### src/rtl/spi_bridge_pkg.sv
// Shared command codes, acknowledge bytes and FSM states for the SPI-to-RAM bridge.
package spi_bridge_pkg;

    localparam logic [7:0] CMD_ECHO  = 8'h11;
    localparam logic [7:0] CMD_WRITE = 8'h12;
    localparam logic [7:0] CMD_READ  = 8'h13;
    localparam logic [7:0] CMD_STAT  = 8'h14;
    localparam logic [7:0] CMD_ID    = 8'h15;

    localparam logic [7:0] ACK_ECHO  = 8'h22;
    localparam logic [7:0] ACK_WRITE = 8'h23;
    localparam logic [7:0] ACK_READ  = 8'h24;

    typedef enum logic [3:0] {
        S_IDLE,
        S_ECHO,
        S_WADDR,
        S_WDATA,
        S_RADDR,
        S_RDATA,
        S_STAT,
        S_ID,
        S_ERR
    } state_t;

    function automatic logic [7:0] sat_inc(input logic [7:0] v);
        return (v == 8'hFF) ? v : v + 8'd1;
    endfunction

endpackage

### src/rtl/bridge_ram.sv
// Byte RAM with one write port and two independent registered read ports.
// No reset; a read of the address being written returns the old contents.
module bridge_ram #(
    parameter int ADDR_W = 8
) (
    input  logic              clk,
    input  logic              we,
    input  logic [ADDR_W-1:0] waddr,
    input  logic [7:0]        wdata,
    input  logic [ADDR_W-1:0] raddr,
    output logic [7:0]        rdata,
    input  logic [ADDR_W-1:0] faddr,
    output logic [7:0]        fdata
);
    localparam int DEPTH = 2 ** ADDR_W;

    logic [7:0] mem [DEPTH];

    always_ff @(posedge clk) begin
        if (we)
            mem[waddr] <= wdata;
        rdata <= mem[raddr];
        fdata <= mem[faddr];
    end

endmodule

### src/rtl/spi_slave.sv
// Oversampled SPI slave byte framer: synchronises the SPI pins into clk,
// delivers one done pulse per received byte and shifts out the tx byte.
module spi_slave #(
    parameter bit CPOL = 1'b0,
    parameter bit CPHA = 1'b0
) (
    input  logic       clk,
    input  logic       rst_n,
    input  logic       mselect,
    input  logic       mclk,
    input  logic       mosi,
    output logic       miso,
    output logic       sel,
    output logic       done,
    output logic [7:0] rx,
    input  logic [7:0] tx
);
    logic [1:0] ss_sync;
    logic [2:0] ck_sync;
    logic [1:0] mo_sync;
    logic [2:0] bit_cnt;
    logic [6:0] rx_sh;
    logic [7:0] shreg;
    logic       rise, fall, lead, trail, samp, shft, load;

    assign sel   = ~ss_sync[1];
    assign rise  = ck_sync[1] & ~ck_sync[2];
    assign fall  = ~ck_sync[1] & ck_sync[2];
    assign lead  = CPOL ? fall : rise;
    assign trail = CPOL ? rise : fall;
    assign samp  = CPHA ? trail : lead;
    assign shft  = CPHA ? lead : trail;
    // tx is captured at the first edge of every byte in both phases
    assign load  = (bit_cnt == 3'd0) && lead;
    // with CPHA=0 bit 7 must be on the wire before that first edge
    assign miso  = (!CPHA && bit_cnt == 3'd0) ? tx[7] : shreg[7];

    always_ff @(posedge clk or negedge rst_n) begin
        if (!rst_n) begin
            ss_sync <= 2'b11;
            ck_sync <= {3{CPOL}};
            mo_sync <= 2'b00;
            bit_cnt <= 3'd0;
            rx_sh   <= 7'd0;
            rx      <= 8'd0;
            shreg   <= 8'hFF;
            done    <= 1'b0;
        end else begin
            ss_sync <= {ss_sync[0], mselect};
            ck_sync <= {ck_sync[1:0], mclk};
            mo_sync <= {mo_sync[0], mosi};
            done    <= 1'b0;
            if (!sel) begin
                bit_cnt <= 3'd0;
            end else begin
                if (samp) begin
                    rx_sh   <= {rx_sh[5:0], mo_sync[1]};
                    bit_cnt <= bit_cnt + 3'd1;
                    if (bit_cnt == 3'd7) begin
                        done <= 1'b1;
                        rx   <= {rx_sh, mo_sync[1]};
                    end
                end
                if (load)
                    shreg <= tx;
                else if (shft)
                    shreg <= {shreg[6:0], 1'b1};
            end
        end
    end

endmodule

### src/rtl/spi_ram_bridge.sv
// SPI-slave command engine: echo, burst write/read, status and ID access to an
// on-chip byte RAM, plus a fabric-side read port onto the same RAM.
module spi_ram_bridge
    import spi_bridge_pkg::*;
#(
    parameter int          ADDR_W     = 8,
    parameter int          ADDR_BYTES = (ADDR_W + 7) / 8,
    parameter bit          CPOL       = 1'b0,
    parameter bit          CPHA       = 1'b0,
    parameter logic [7:0]  ID_BYTE    = 8'hA5,
    parameter logic [7:0]  UDF        = 8'hFF
) (
    input  logic              clk,
    input  logic              rst_n,
    input  logic              mselect,
    input  logic              mclk,
    input  logic              mosi,
    output logic              miso,
    output logic              err,
    output logic              busy,
    input  logic [ADDR_W-1:0] loc_addr,
    output logic [7:0]        loc_rdata
);
    localparam logic [1:0] LAST_AB = 2'(ADDR_BYTES - 1);

    state_t            state;
    logic [7:0]        tx, rx, err_count;
    logic [ADDR_W-1:0] ptr, acc, acc_next, ram_raddr;
    logic [1:0]        abyte;
    logic              sel, done, rd_pend, loc_vld, ram_we;
    logic [7:0]        ram_rdata, loc_fdata;

    spi_slave #(.CPOL(CPOL), .CPHA(CPHA)) u_spi (
        .clk     (clk),
        .rst_n   (rst_n),
        .mselect (mselect),
        .mclk    (mclk),
        .mosi    (mosi),
        .miso    (miso),
        .sel     (sel),
        .done    (done),
        .rx      (rx),
        .tx      (tx)
    );

    // Address bytes arrive MSB first; bits above ADDR_W fall off the top.
    assign acc_next  = (acc << 8) | ADDR_W'(rx);
    assign ram_we    = sel && done && (state == S_WDATA);
    assign ram_raddr = (state == S_RADDR) ? acc_next : ptr;

    bridge_ram #(.ADDR_W(ADDR_W)) u_ram (
        .clk   (clk),
        .we    (ram_we),
        .waddr (ptr),
        .wdata (rx),
        .raddr (ram_raddr),
        .rdata (ram_rdata),
        .faddr (loc_addr),
        .fdata (loc_fdata)
    );

    // RAM has no reset, so the fabric port reads as zero until its first update.
    assign loc_rdata = loc_vld ? loc_fdata : 8'h00;

    always_ff @(posedge clk or negedge rst_n) begin
        if (!rst_n) begin
            state     <= S_IDLE;
            tx        <= UDF;
            ptr       <= '0;
            acc       <= '0;
            abyte     <= 2'd0;
            err_count <= 8'd0;
            err       <= 1'b0;
            busy      <= 1'b0;
            rd_pend   <= 1'b0;
            loc_vld   <= 1'b0;
        end else begin
            loc_vld <= 1'b1;
            busy    <= sel;
            rd_pend <= 1'b0;
            if (!sel) begin
                state <= S_IDLE;
                tx    <= UDF;
                abyte <= 2'd0;
                err   <= 1'b0;
            end else if (rd_pend) begin
                // read data for the address issued on the previous cycle
                tx  <= ram_rdata;
                ptr <= ptr + 1'b1;
            end else if (done) begin
                case (state)
                    S_IDLE: begin
                        case (rx)
                            CMD_ECHO:  begin state <= S_ECHO;  tx <= ACK_ECHO;  end
                            CMD_WRITE: begin state <= S_WADDR; tx <= ACK_WRITE; end
                            CMD_READ:  begin state <= S_RADDR; tx <= ACK_READ;  end
                            CMD_STAT:  begin state <= S_STAT;  tx <= err_count; end
                            CMD_ID:    begin state <= S_ID;    tx <= ID_BYTE;   end
                            default: begin
                                state     <= S_ERR;
                                tx        <= UDF;
                                err       <= 1'b1;
                                err_count <= sat_inc(err_count);
                            end
                        endcase
                    end
                    S_ECHO: tx <= rx;
                    S_WADDR, S_RADDR: begin
                        tx  <= UDF;
                        acc <= acc_next;
                        if (abyte == LAST_AB) begin
                            abyte <= 2'd0;
                            ptr   <= acc_next;
                            if (state == S_RADDR) begin
                                state   <= S_RDATA;
                                rd_pend <= 1'b1;
                            end else begin
                                state <= S_WDATA;
                            end
                        end else begin
                            abyte <= abyte + 2'd1;
                        end
                    end
                    S_WDATA: begin
                        tx  <= UDF;
                        ptr <= ptr + 1'b1;
                    end
                    S_RDATA: rd_pend <= 1'b1;
                    S_STAT:  tx <= err_count;
                    S_ID:    tx <= ID_BYTE;
                    S_ERR: begin
                        tx  <= 8'hFF;
                        err <= 1'b1;
                    end
                    default: begin
                        state <= S_IDLE;
                        tx    <= UDF;
                    end
                endcase
            end
        end
    end

endmodule

### config.mk
export PLATFORM = sky130hd
export DESIGN_NAME = spi_ram_bridge
export DESIGN_NICKNAME = d
export VERILOG_FILES = /design/src/rtl/spi_bridge_pkg.sv /design/src/rtl/bridge_ram.sv /design/src/rtl/spi_slave.sv /design/src/rtl/spi_ram_bridge.sv
export SDC_FILE = /design/constraint.sdc
export NUM_CORES = 2
export LEC_CHECK = 0
export ABC_CLOCK_PERIOD_IN_PS = 5350
export CORE_MARGIN = 5
export CORE_UTILIZATION = 55
export DETAILED_ROUTE_END_ITERATION = 10
export PLACE_DENSITY = 0.71
export SKIP_LAST_GASP = 1
export SLEW_MARGIN = 0
export SYNTH_ARGS = -nofsm -noshare
export SYNTH_HDL_FRONTEND = slang
export SYNTH_SLANG_ARGS = --single-unit
### constraint.sdc
create_clock -name clk -period 5.35 [get_ports clk]
set_input_delay 0.8025 -clock clk [delete_from_list [all_inputs] [get_ports clk]]
set_output_delay 0.8025 -clock clk [all_outputs]
set_load 0.05 [all_outputs]
; ---- After elaboration in Yosys (flattened, before gate mapping)
; Memory sizes are Yosys's and may differ from the RTL's. A register that Yosys moved wholly into a read port is not among the register bits.
; Index checks and enable logic that the tools add are counted.
[classes]
n_reduce_logical = 26
n_bitwise = 8
n_mux = 44
add_sub_neg = 4
n_eq_ne = 21
[ops]
columns = cell, count
row1 = 8-bit 2-to-1 mux, 10
row2 = 8-bit case mux with 5 select lines, 2
row3 = "8-bit by 5-bit == test with 1-bit output, second input constant", 5
row4 = 4-bit case mux with 5 select lines, 1
row5 = "8-bit by 1-bit adder with 8-bit output, second input constant", 2
row6 = "4-bit by 3-bit == test with 1-bit output, second input constant", 4
row7 = 4-bit 2-to-1 mux, 4
row8 = 8-bit case mux with 2 select lines, 1
row9 = 1-bit 2-to-1 mux, 15
row10 = 4-bit case mux with 3 select lines, 1
row11 = 4-bit AND reduction, 3
row12 = 2-bit 2-to-1 mux, 5
row13 = 2-bit nonzero test, 5
row14 = 3-bit 2-to-1 mux, 3
row15 = "3-bit by 2-bit inequality test with 1-bit output, second input constant", 3
row16 = 3-bit nonzero test, 3
row17 = "4-bit by 2-bit == test with 1-bit output, second input constant", 2
row18 = "8-bit == test, second input constant", 1
row19 = 1-bit inverter, 6
row20 = 2-bit AND reduction, 3
row21 = 3-bit AND reduction, 2
row22 = 6-bit AND reduction, 1
row23 = 6-bit OR reduction, 1
row24 = 5-bit OR reduction, 1
row25 = 14 further kinds, 19
[word_totals]
word_cells = 121
input_bits = 13
output_inout_bits = 11
ramBits = 2048
reg_bits = 68
memories = 1
[mem_list]
columns = name, depth, width, read_ports, rd_ports_with_merged_regs, write_ports, line_no
row1 = u_ram.mem, 256, 8, 2, 2, 1, bridge_ram.sv:17  ; logic [7:0] mem [DEPTH];

; ---- Depth between registers and ports, before layout
[logic_depth]
depth_word = 7
mapped_depth = 16
depth_no_buf = 9

; ---- Hierarchy
; From an unflattened synthesis, not the netlist that was laid out.
[unflattened]
cells_unflattened = 5224
hier_area_um2 = 100870.5
[modules_own_cells]
columns = module, instances, seq_area_each_um2, area_per_inst_um2, cells_each
row1 = bridge_ram, 1, 61819.3, 96973.0, 4847
row2 = spi_ram_bridge, 1, 860.8, 2482.4, 284
row3 = spi_slave, 1, 863.3, 1415.1, 93

; ---- Worst setup path before layout
; Ideal clock, no wire load.
[synth_path]
path_kind = reg2reg
startpoint = register u_spi.rx[1]
endpoint = register u_ram.rdata[3], read port of u_ram.mem
setup_ns = 0.092
required_time_ns = 5.258
slack_ns = -0.504
n_path_buf = 5
synth_period_minus_slack_ns = 5.854
arrival_ns = 5.762
stages_incl_launch_ff = 13
path_cell_list = dfrtp_1 -> mux2_2 -> buf_2 -> buf_2 -> buf_1 -> clkbuf_1 -> clkbuf_1 -> nand2_1 -> nand3_1 -> a21oi_1 -> nor3_1 -> nand3_1 -> nor4_1
[synth_via]
elab_chain_cells = 1
[synth_rtl]
columns = item, line_no
row1 = from (decl), spi_slave.sv:15  ; output logic [7:0] rx,
row2 = from (signal assigned), spi_slave.sv:61  ; rx <= {rx_sh, mo_sync[1]};
row3 = 8-bit 2-to-1 mux, spi_ram_bridge.sv:49  ; assign ram_raddr = (state == S_RADDR) ? acc_next : ptr;
row4 = to (decl), bridge_ram.sv:11  ; output logic [7:0] rdata,
; No other way between the ends.
; A chain may end at the register's enable or synchronous reset.

; ---- Final worst setup path
[layout_path]
startpoint = register state[2]
endpoint = register u_ram.rdata[2], read port of u_ram.mem
[layout_via]
elab_chain_cells = 2
[layout_rtl]
columns = item, line_no
row1 = from (decl), spi_ram_bridge.sv:26  ; state_t state;
row2 = from (signal assigned), spi_ram_bridge.sv:67  ; state <= S_IDLE;
row3 = from (signal assigned), spi_ram_bridge.sv:82  ; state <= S_IDLE;
row4 = from (signal assigned), spi_ram_bridge.sv:94  ; CMD_ECHO: begin state <= S_ECHO; tx <= ACK_ECHO; end
row5 = 4-bit by 3-bit == test with 1-bit output, spi_ram_bridge.sv:49
row6 = 8-bit 2-to-1 mux, spi_ram_bridge.sv:49
; No other way between the ends.

==> flow_metrics.tcl <==
set metrics [dict create \
    ff2ff_path_depth 11 \
    grt_pass1_vias 65699 \
    drive_gt1_share_pct 21.93 \
    grt_max_degree 106 \
    final_common_cell "edfxtp_1" \
    synth_fp_nets 6571 \
    clkLatencyLatePin_ps 880 \
    ant_nets 0 \
    via_count 69187 \
    ctsLongestPathBuffers 3 \
    clock-sinks 2132 \
    gr-total-overflow 0 \
    ys.flop_type "edfxtp_1" \
    vias_per_cell 7.434 \
    drv_cap 6 \
    status "finished with violations" \
    min_period_ps 5322 \
    fin_skew_ps 49.98 \
    start_kind "register" \
    fillers 13200 \
    holdBufCountCts 0 \
    tns_ps 0 \
    hold_viol 0 \
    rows 157 \
    die_h_um 438.5 \
    first_pass_iters 7 \
    seq_area_frac_synth_pct 62.92 \
    dp.cells 8892 \
    h-tree-depth 4 \
    period_share_pct 99.47 \
    fp.coreArea_um2 182900 \
    worst_pin_slew_ps 1696 \
    first_iter_violations 13234 \
    critPathCaptureType "register" \
    yosysTopAreaCellShare_pct 60.90 \
    cp.arrival_ps 6070 \
    crit_type "reg -> reg" \
    grt_use_total_pct 36.89 \
    path_clk_slew_ps 70 \
    synth_area_leaders "edfxtp_1 61%, mux4_2 16%, mux2i_1 4.4%" \
    grt_antenna_before_repair 29 \
    synth_top_cell_by_area "edfxtp_1" \
    pin_count 24 \
    syn_avg_cell_area_um2 15.42 \
    synth-seq-cells 2132 \
    grt_setup_unrepaired "false" \
    die_x_um 438.5 \
    drc_errors 0 \
    final_core_util_pct 61.59 \
    nNetsFinal 6669 \
    max-vdd-ir-drop_mv 0.3236 \
    dp_hpwl_um 239600 \
    cts_root_buf "clkbuf_16" \
    gp_congestion 1.077 \
    crit_fanout 26 \
    cts_tree "built" \
    slew_viol_final 16 \
    layout_common_cells "2048 x edfxtp_1, 995 x nand2_1, 726 x mux4_2" \
    slew-limit-headroom_pct -13.35 \
    stdcell_count 9307 \
    p_per_area_nw_per_um2 300.8 \
    crit_required_ps 6100 \
    place_area_um2 105600 \
    violations "capacitance limit, slew limit" \
    drt-wirelength-per-cell_um 38.50 \
    grt_pass1_wl_um 501200 \
    start_util_pct 55.22 \
    syn_to_final_growth_pct 11.54 \
    synth_area_um2 101000 \
    synth_edf_count 2048 \
    synth_cell_types 87 \
    syn-instance-count 6548 \
    setup_viol 0 \
    fin_area_um2 112600 \
    numCtsBuffers 212 \
    max_freq_mhz 187.9 \
    synthArstFlopShare_pct 3.189 \
    yosys_warnings 0 \
    io_buffer_count 23 \
    worstHoldPathType "in -> async" \
    leakagePower_uw 0.03581 \
    drt_wl_total_um 358300 \
    die_area_um2 192300 \
    finalPower_uw 33880 \
]
## registers in the layout, indices dropped and copies added, names as in the netlist, 3 cells and up
signal and cells:
u_ram.mem 2048, err_count 8, ptr 8, tx 8, u_ram.fdata 8, u_ram.rdata 8
u_spi.rx 8, u_spi.shreg 8, u_spi.rx_sh 7, state 4, u_spi.bit_cnt 3, u_spi.ck_sync 3
## synthesized netlist by cell type, types with 33 or more instances
library cell     n
a2111oi_0       33
a211oi_1        33
a21oi_1        348
a31oi_1         39
buf_1          107
buf_2          105
buf_6           36
clkbuf_1       224
dfrtp_1         50
edfxtp_1      2048
mux2i_1        439
mux4_2         726
nand2_1        997
nand3_1        197
nor2_1         325
nor3_1          66
nor4_1          82
o21ai_0         94
o221ai_1        83
o22ai_1        127
## final cells by class
cell class / instances / area [µm²] / share of cell area, %
diodes: 16 / 40.04 / 0.03555
clock buffers: 266 / 5660 / 5.025
clock inverters: 129 / 1287 / 1.143
inverters: 18 / 67.56 / 0.05998
multi-input cells: 3892 / 35050 / 31.12
flip-flops and latches: 2132 / 63570 / 56.44
well taps: 2464 / 3083 / 2.737
repair buffers: 390 / 3875 / 3.440
## per-layer routing
layer  share of wire (%)  global-route usage, %  vias to the layer above  wire [µm]
met5               0.076                      0                        -        272
met4                 8.2                  23.52                       24      29210
met3                  15                  12.26                     1284      53350
met2                  44                  53.66                     6333     156800
met1                  33                  48.09                    35009     118700
li1                    -                      -                    26537          -
## timing repair
item | 4_1_cts | 5_1_grt
setup endpoints to repair | 2 | 3
pin swaps | 0 | 0
resized for setup | 1 | 4
setup buffers | 4 | 0
## power breakdown
group | internal [µW] | leakage [µW] | switching, µW
logic | 291 | 0.0149 | 388
registers | 18100 | 0.0175 | 34.8
clock network | 8510 | 0.00340 | 6590
total | 26900 | 0.0358 | 7010
## critical path, stage by stage (launching register included)
cell and delay (ps):
dfrtp_1 490, or4b_2 810, buf_4 310, mux2_4 500, nand2_4 550, buf_4 310
a21oi_1 60, nor4_1 880, nor3_1 110, nor4_1 800, buf_4 230, nor3_1 50
## metrics by stage
step	hold slack [ps]	setup WS, ps
5_1_grt	122.6	86.30
4_1_cts	49.63	155.5
3_5_place_dp	342.7	-78.70
6_report	38.90	28.38
2_1_floorplan	331.2	1003
3_3_place_gp	338.7	-218.7
## kinds of logic (layout without fill, tap and decap cells)
| group | after synthesis | count (layout) | synth area share [%] |
|---|---|---|---|
| XOR/XNOR | 10 | 10 | 0.08674 |
| AND/OR/NAND/NOR | 1778 | 1778 | 7.449 |
| AO/OA/AOI/OAI | 882 | 882 | 5.578 |
| other | 1 | 17 | 0.003713 |
| multiplexers | 1211 | 1211 | 21.28 |
| buffers and inverters | 524 | 803 | 2.559 |
| adder cells (fa/ha/maj) | 10 | 10 | 0.1239 |
| flip-flops | 2132 | 2132 | 62.92 |
## path summary, 6_finish.rpt
check,start,to,slack (ps)
max in group asynchronous,rst_n,u_spi.rx[1]$_DFFE_PN0P_,4630
worst max register to register,state[2]$_DFFE_PN0P_,u_ram.rdata[2]$_DFF_P_,30
worst min-delay path,rst_n,abyte[0]$_DFFE_PN0P_,40
min in group clk,mselect,u_spi.ss_sync[0]$_DFF_PN1_,330
worst max-delay path,state[2]$_DFFE_PN0P_,u_ram.rdata[2]$_DFF_P_,30
worst min register to register,u_spi.ck_sync[0]$_DFF_PN0_,u_spi.ck_sync[1]$_DFF_PN0_,360
No activity file was read; power rests on OpenSTA's default activity.
